File: config.mk
export PLATFORM = sky130hd
export DESIGN_NAME = gpio_target
export DESIGN_NICKNAME = d
export VERILOG_FILES = /design/src/rtl/gpio_target_pkg.sv /design/src/rtl/gpio_event_counter.sv /design/src/rtl/gpio_target.sv
export SDC_FILE = /design/constraint.sdc
export NUM_CORES = 1
export LEC_CHECK = 0
export BUFFER_PORTS_ARGS = -buffer_cell sky130_fd_sc_hd__buf_2
export CORE_UTILIZATION = 35
export DETAILED_ROUTE_END_ITERATION = 12
export PLACE_DENSITY_LB_ADDON = 0.05
export SKIP_LAST_GASP = 1
export SYNTH_ARGS = -nofsm -noshare
export SYNTH_HDL_FRONTEND = slang
export SYNTH_SLANG_ARGS = --single-unit
export TNS_END_PERCENT = 20
File: constraint.sdc
create_clock -name clk -period 2.9 [get_ports clk]
set_input_delay 0.435 -clock clk [delete_from_list [all_inputs] [get_ports clk]]
set_output_delay 0.435 -clock clk [all_outputs]
set_load 0.05 [all_outputs]
File: src/rtl/gpio_target_pkg.sv
// Shared definitions for the GPIO bus target: register offsets, CTRL bits, FSM states.
package gpio_target_pkg;
  localparam logic [2:0] OFF_LED     = 3'd0;
  localparam logic [2:0] OFF_SW      = 3'd1;
  localparam logic [2:0] OFF_CNT_LO  = 3'd2;
  localparam logic [2:0] OFF_CNT_HI  = 3'd3;
  localparam logic [2:0] OFF_CTRL    = 3'd4;
  localparam logic [2:0] OFF_SCRATCH = 3'd5;

  localparam int CTRL_EN_BIT  = 0;
  localparam int CTRL_CLR_BIT = 1;

  typedef enum logic [1:0] {IDLE, WDATA, WAIT, RESP} state_e;
endpackage

File: src/rtl/gpio_event_counter.sv
// evt_in synchroniser + rising-edge detector feeding a 16-bit counter with a
// high-byte shadow latched whenever the low byte is read.
module gpio_event_counter (
  input  logic        clk,
  input  logic        rst,
  input  logic        evt_in,
  input  logic        en,
  input  logic        clr,
  input  logic        lo_rd,
  output logic [15:0] cnt,
  output logic [7:0]  cnt_hi_shadow
);
  logic [2:0]  evt_sr;
  logic [15:0] cnt_q;
  logic [7:0]  shadow_q;
  logic        evt_rise;

  // evt_sr[1:0] is the two-flop synchroniser, evt_sr[2] the edge-detect history
  assign evt_rise = evt_sr[1] & ~evt_sr[2];

  always_ff @(posedge clk or posedge rst) begin
    if (rst) begin
      evt_sr   <= '0;
      shadow_q <= '0;
    end else begin
      evt_sr <= {evt_sr[1:0], evt_in};
      if (lo_rd) shadow_q <= cnt_q[15:8];
    end
  end

  always_ff @(posedge clk or posedge rst) begin
    if (rst)                 cnt_q <= '0;
    else if (clr)            cnt_q <= '0;
    else if (en && evt_rise) cnt_q <= cnt_q + 16'd1;
  end

  assign cnt           = cnt_q;
  assign cnt_hi_shadow = shadow_q;
endmodule

File: src/rtl/gpio_target.sv
// GPIO register bank on a shared-bus target port: LEDs, synchronised switches,
// event counter, scratch; responds after a fixed number of wait states.
module gpio_target
  import gpio_target_pkg::*;
#(
  parameter int WAIT_STATES        = 1,
  parameter int INTERNAL_ADDR_BITS = 3
) (
  input  logic        clk,
  input  logic        rst,
  input  logic [15:0] target_addr_in,
  input  logic        target_addr_in_valid,
  input  logic [7:0]  target_data_in,
  input  logic        target_data_in_valid,
  input  logic        target_rw,
  output logic [7:0]  target_data_out,
  output logic        target_data_out_valid,
  output logic        target_ack,
  output logic        target_ready,
  input  logic [7:0]  sw_in,
  input  logic        evt_in,
  output logic [7:0]  leds
);
  localparam int AW = INTERNAL_ADDR_BITS;
  localparam logic [3:0] WS_LAST = (WAIT_STATES == 0) ? 4'd0 : 4'(WAIT_STATES - 1);
  localparam state_e AFTER_CAP = (WAIT_STATES == 0) ? RESP : WAIT;

  state_e        state_q, state_d;
  logic [3:0]    wcnt_q;
  logic [AW-1:0] addr_q;
  logic          rw_q;
  logic [7:0]    wdata_q, leds_q, scratch_q, dout_q, rd_data;
  logic          ctrl_en_q;
  logic [7:0]    sw_s1, sw_s2;
  logic [15:0]   cnt;
  logic [7:0]    cnt_hi_shadow;
  logic          cap_cmd, cap_data, resp_wr, resp_rd, cnt_clr, cnt_lo_rd;
  logic          addr_hi_unused;

  // upper address bits were range-checked by the bus fabric
  assign addr_hi_unused = ^target_addr_in[15:AW];

  assign cap_cmd  = (state_q == IDLE) && target_addr_in_valid;
  assign cap_data = (cap_cmd && target_rw && target_data_in_valid) ||
                    ((state_q == WDATA) && target_data_in_valid);
  assign resp_wr  = (state_q == RESP) && rw_q;
  assign resp_rd  = (state_q == RESP) && !rw_q;

  always_ff @(posedge clk or posedge rst) begin
    if (rst) state_q <= IDLE;
    else     state_q <= state_d;
  end

  always_comb begin
    state_d = state_q;
    case (state_q)
      IDLE:  if (target_addr_in_valid) begin
               if (!target_rw || target_data_in_valid) state_d = AFTER_CAP;
               else                                    state_d = WDATA;
             end
      WDATA: if (target_data_in_valid) state_d = AFTER_CAP;
      WAIT:  if (wcnt_q == WS_LAST) state_d = RESP;
      RESP:  state_d = IDLE;
      default: state_d = IDLE;
    endcase
  end

  always_comb begin
    target_ready          = (state_q == IDLE);
    target_ack            = (state_q == RESP);
    target_data_out_valid = resp_rd;
    target_data_out       = resp_rd ? rd_data : dout_q;
  end

  always_comb begin
    rd_data = '0;
    case (addr_q)
      AW'(OFF_LED):     rd_data = leds_q;
      AW'(OFF_SW):      rd_data = sw_s2;
      AW'(OFF_CNT_LO):  rd_data = cnt[7:0];
      AW'(OFF_CNT_HI):  rd_data = cnt_hi_shadow;
      AW'(OFF_CTRL):    rd_data = {7'd0, ctrl_en_q};
      AW'(OFF_SCRATCH): rd_data = scratch_q;
      default:          rd_data = '0;
    endcase
  end

  always_ff @(posedge clk or posedge rst) begin
    if (rst) begin
      wcnt_q    <= '0;
      addr_q    <= '0;
      rw_q      <= 1'b0;
      wdata_q   <= '0;
      leds_q    <= '0;
      scratch_q <= '0;
      ctrl_en_q <= 1'b0;
      dout_q    <= '0;
      sw_s1     <= '0;
      sw_s2     <= '0;
    end else begin
      sw_s1  <= sw_in;
      sw_s2  <= sw_s1;
      wcnt_q <= (state_q == WAIT) ? wcnt_q + 4'd1 : 4'd0;
      if (cap_cmd) begin
        addr_q <= target_addr_in[AW-1:0];
        rw_q   <= target_rw;
      end
      if (cap_data) wdata_q <= target_data_in;
      if (resp_rd)  dout_q  <= rd_data;
      if (resp_wr) begin
        case (addr_q)
          AW'(OFF_LED):     leds_q    <= wdata_q;
          AW'(OFF_CTRL):    ctrl_en_q <= wdata_q[CTRL_EN_BIT];
          AW'(OFF_SCRATCH): scratch_q <= wdata_q;
          default: ;
        endcase
      end
    end
  end

  // clear is a write-side strobe only; it never lands in a register
  assign cnt_clr   = resp_wr && (addr_q == AW'(OFF_CTRL)) && wdata_q[CTRL_CLR_BIT];
  assign cnt_lo_rd = resp_rd && (addr_q == AW'(OFF_CNT_LO));

  gpio_event_counter u_evt (
    .clk           (clk),
    .rst           (rst),
    .evt_in        (evt_in),
    .en            (ctrl_en_q),
    .clr           (cnt_clr),
    .lo_rd         (cnt_lo_rd),
    .cnt           (cnt),
    .cnt_hi_shadow (cnt_hi_shadow)
  );

  assign leds = leds_q;
endmodule

---- Word-level counts from Yosys, hierarchy flattened ----
Cells that the tools add are included.
storage, ports and cells
  bits in latches ......................... 0
  flip-flop bits (word level) ............. 86
  input port bits ......................... 38
  ROM bits ................................ 0
  memories kept ........................... 0
  memory bits (writable) .................. 0
  output and inout bits ................... 19
cells by class
  shifts and indexed selects .............. 0
  bitwise gates (word level) .............. 2
  div/mod/pow operators ................... 0
  reductions and logical operators ........ 22
  multiplexer cells ....................... 10
  order comparisons ....................... 0
  add/subtract/negate cells ............... 2
  equality and inequality tests ........... 11
  multiply operators ...................... 0
operator list
  kind                   number
  $pmux 8 s6             1
  $mux 16                2
  $add 16x1->16 const B  1
  $logic_and 1x1->1      10
  $mux 2                 4
  $mux 8                 1
  $pmux 2 s4             1
  $eq 3x2->1 const B     2
  $eq 3x3->1 const B     2
  $ne 2x2->1 const B     3
  $reduce_and 2->1       3
  $add 4x1->4 const B    1
  $eq 2x2->1 const B     2
  $logic_not 4->1        1
  $mux 4                 1
  $eq 3x1->1 const B     1
  $logic_not 3->1        1
  $reduce_and 3->1       1
  $eq 2x1->1 const B     1
  $logic_not 1->1        2
  $logic_not 2->1        1
  $logic_or 1x1->1       2
  $reduce_bool 2->1      1
  $and 1x1->1            1
  $not 1->1              1

---- Longest topological paths before layout ----
  word-level depth ........................ 5
  gate-level depth with buffers ........... 6
  depth with buffers taken out ............ 6

---- Cells and area by module ----
From an unflattened synthesis, not the netlist that was laid out.
second synthesis, totals
  cells, all modules ...................... 298
  area, all modules ....................... 3,783.6 um^2
by module, submodules not included
  module              times used  cells each  area each (um^2)
  gpio_target         1           193         2,577.5
  gpio_event_counter  1           105         1,206.2

---- Worst setup path after synthesis ----
Ideal clock, no wire load.
  path type ............................... register to output
  start point ............................. register state_q[0]
  end point ............................... output target_data_out[2]
  stages on the path, launching flop included .. 7
  arrival time ............................ 2,821 ps
  data required time ...................... 2,465 ps
  slack ................................... -356 ps
  cell sequence ........................... dfrtp_1 -> ha_1 -> nand2b_1 -> clkinv_1 -> nand2_1 -> a21oi_1 -> nor3_1
between the ends
  longest elaborated chain between the ends .. 3
ends and longest elaborated chain
  what                       line               text
  start, declared            gpio_target.sv:28  state_e state_q, state_d;
  start signal, assigned     gpio_target.sv:51  else state_q <= state_d;
  $eq 2x2->1                 n/a
  net target_ack             gpio_target.sv:18  output logic target_ack,
  $logic_and 1x1->1          gpio_target.sv:47  assign resp_rd = (state_q == RESP) && !rw_q;
  net target_data_out_valid  gpio_target.sv:17  output logic target_data_out_valid,
  $mux 8                     n/a
  end, declared              gpio_target.sv:16  output logic [7:0] target_data_out,
The timed path passes the listed nets, and every way through them passes these cells.

---- Worst setup path in the final report ----
  start point ............................. register addr_q[0]
  end point ............................... output target_data_out[3]
between the ends
  longest elaborated chain between the ends .. 3
ends and longest elaborated chain
  what                                line                text
  start, declared                     gpio_target.sv:30   logic [AW-1:0] addr_q;
  start signal, assigned              gpio_target.sv:105  addr_q <= target_addr_in[AW-1:0];
  $eq 3x3->1 (tied with other cells)  gpio_target.sv:77   case (addr_q)
  $pmux 8 s6 (*)                      gpio_target.sv:77
  $mux 8 (*)                          n/a
Mark *: on every way between the ends. The rest lies on a longest branch, timed or not.

==> impl_metrics.tcl <==
set metrics [dict create \
    htreeDepth 3 \
    endpoint "target_data_out[3]" \
    cts-root-buf "clkbuf_8" \
    cts_setup_buffers 0 \
    max-cap-violations 0 \
    rsz0062_at_grt "yes" \
    first_iter_violations 99 \
    postSynthAreaPerCell_um2 11.74 \
    hpwl_um 5527 \
    r2r_slack_ns 0.91 \
    final_cell_mix "85 x dfrtp_1, 43 x buf_2, 38 x mux2_2" \
    async_flop_share 1.000 \
    syn_nets 363 \
    max_freq_mhz 367.4 \
    routedWlPerCell_um 15.24 \
    period_minus_slack_ns 2.722 \
    grt_usage 0.1552 \
    start_kind "register" \
    drv_slew 0 \
    holdCritPathClass "primary input to asynchronous set/reset pin" \
    grt_pass1_vias 2579 \
    crit_type "register to output pin" \
    drive_above_1_share 0.3035 \
    gp_congestion 0.7642 \
    max_slew_margin 0.5476 \
    rows 37 \
    timing.setup.tns_ns 0 \
    ant_nets 0 \
    finalSetupViolations 0 \
    numCtsBuffers 9 \
    portBuffers 43 \
    irDropWorstVdd_v 0.0004508 \
    die_h_um 105.1 \
    instances_no_fill 505 \
    arrival_ns 2.29 \
    syn_to_final_growth_pct 15.76 \
    clk_pin_slew_ns 0.08 \
    cts_tree "built" \
    core-area_mm2 0.01032 \
    p_leak_uw 0.002011 \
    ys_seq_area_frac 0.5782 \
    synth_top_area_frac 0.5782 \
    fillers 1030 \
    r2r_end "u_evt.cnt[10]" \
    final_nets 411 \
    layout_commonest_cell "dfrtp_1" \
    netlist_area_mm2 0.003722 \
    route.vias.total 2465 \
    clock_path_buffers 2 \
    cellPowerDensity_mw_per_mm2 949.3 \
    synth_ff_type "dfrtp_1" \
    vias_per_cell 4.881 \
    rr_startpoint "u_evt.cnt[0]" \
    crit_fanout 12 \
    grt_pass1_wl_um 13100 \
    finalHoldViolCount 0 \
    crit_path_end_kind "output pin" \
    cp-startpoint "addr_q[0]" \
    yosys_warnings 0 \
    reg2regPathDepth 5 \
    drc 0 \
    grt_overflow_total 0 \
    dr.pass1.iters 4 \
    synth_top_cell_by_area "dfrtp_1" \
    clock_skew_ns 0.006313 \
    grt_start_max_net_pins 58 \
    worst_pin_slew_ns 0.6740 \
    diodes 0 \
    worstSkewPairLatency_ns 0.35 \
    start_util 0.3606 \
    synth_edf_count 0 \
    totalWireLength_um 7694 \
    die-area_mm2 0.01105 \
    antenna_found_initial 0 \
    min_period_over_period 0.9385 \
    cts.sinks 86 \
    synth_cell_types 42 \
    ios 57 \
    required_ns 2.47 \
    placed_cells 490 \
    cts_hold_buf 0 \
    outcome "finished, final reports clean" \
    ys_ff_latch 86 \
    fp.dieW_um 105.1 \
    netlist_top_cells_area "dfrtp_1 58%, mux2_2 11%, ha_1 2.7%" \
    synthCells 317 \
]
synth_stat cells (3+ instances only):
master    count
a211oi_1      5
a21oi_1      18
a221o_1       3
and3_1        4
clkbuf_1     12
dfrtp_1      86
ha_1          8
inv_1        14
mux2_2       38
mux2i_1       7
nand2_1      21
nand3_1      10
nor2_1       19
nor2b_1       4
nor3_1        6
o21ai_0      14
o31ai_1       3
or3_1         5
or3b_2        3
or4_1         4
xnor2_1       6
xor2_1        4
registers in the layout, summed over array words and instances, names as in the netlist:
register,count
rw_q,1
state_q,2
sw_s1,8
scratch_q,8
u_evt.evt_sr,3
leds,8
u_evt.cnt_hi_shadow,8
ctrl_en_q,1
u_evt.cnt,16
wdata_q,8
addr_q,3
wcnt_q,4
dout_q,8
sw_s2,8
power breakdown:
part	switching (uW)	internal (uW)
sequential	246	1480
combinational	1060	566
clock	388	354
total	1690	2400
through the flow:
stage               total power, uW    util  area (um^2)  hold WS, ns  setup WS, ns
finish                         4091  0.4174         4309       0.1061        0.1785
global route                   4381  0.4174         4309       0.1284      -0.07165
CTS                            4157  0.4163         4298       0.1114      0.002435
detailed placement             3388  0.4001         4130       0.3347        0.4047
global placement               3373  0.4001         4130       0.3377        0.4231
floorplan                      2952       -         3727       0.3312       -0.3555
critical path: stages (launching register included):
cell	delay (ns)
dfrtp_1	0.48
buf_4	0.24
nor2b_1	0.31
a221o_1	0.23
a211oi_1	0.05
nor3_1	0.29
buf_2	0.33
worst min path at each step:
stage                          from               to  slack [ns]  cells after the start
floorplan                  sw_s1[0]         sw_s2[0]        0.33                      0
global placement           sw_s1[1]         sw_s2[1]        0.34                      0
detailed placement  u_evt.evt_sr[0]  u_evt.evt_sr[1]        0.33                      0
CTS                             rst  u_evt.evt_sr[2]        0.11                      2
global route                    rst  u_evt.evt_sr[2]        0.13                      2
finish                          rst  u_evt.evt_sr[0]        0.11                      2
per-layer routing:
layer	wire [um]	track usage	vias up	share of wire
met5	0	0	-	0
met4	107	0.05433	0	0.014
met3	283	0.04429	8	0.037
met2	3621	0.2460	36	0.47
met1	3681	0.2027	1211	0.48
li1	-	-	1210	-
logic make-up after synthesis:
group | after synthesis | share of synthesized area
AOI/OAI and AO/OA | 51 | 0.08336
xor gates and xnor gates | 10 | 0.02353
adders and majority gates | 8 | 0.02689
buffers and inverters | 28 | 0.02823
DFF | 86 | 0.5782
muxes | 45 | 0.1338
and+or+nand+nor | 89 | 0.1261
repair_timing:
action	in CTS	in global routing
gates resized for setup	0	4
hold endpoints to repair	0	0
setup endpoints to repair	0	3
layout make-up:
cell class	instances	area, um^2	area share
Clock inverter	1	5.005	0.001161
Clock buffer	14	162.7	0.03775
Timing Repair Buffer	50	280.3	0.06504
Inverter	15	57.56	0.01336
Multi-Input combinational cell	203	1480	0.3435
Tap cell	136	170.2	0.03949
Sequential cell	86	2153	0.4997
(Power assumes the default switching activity.)
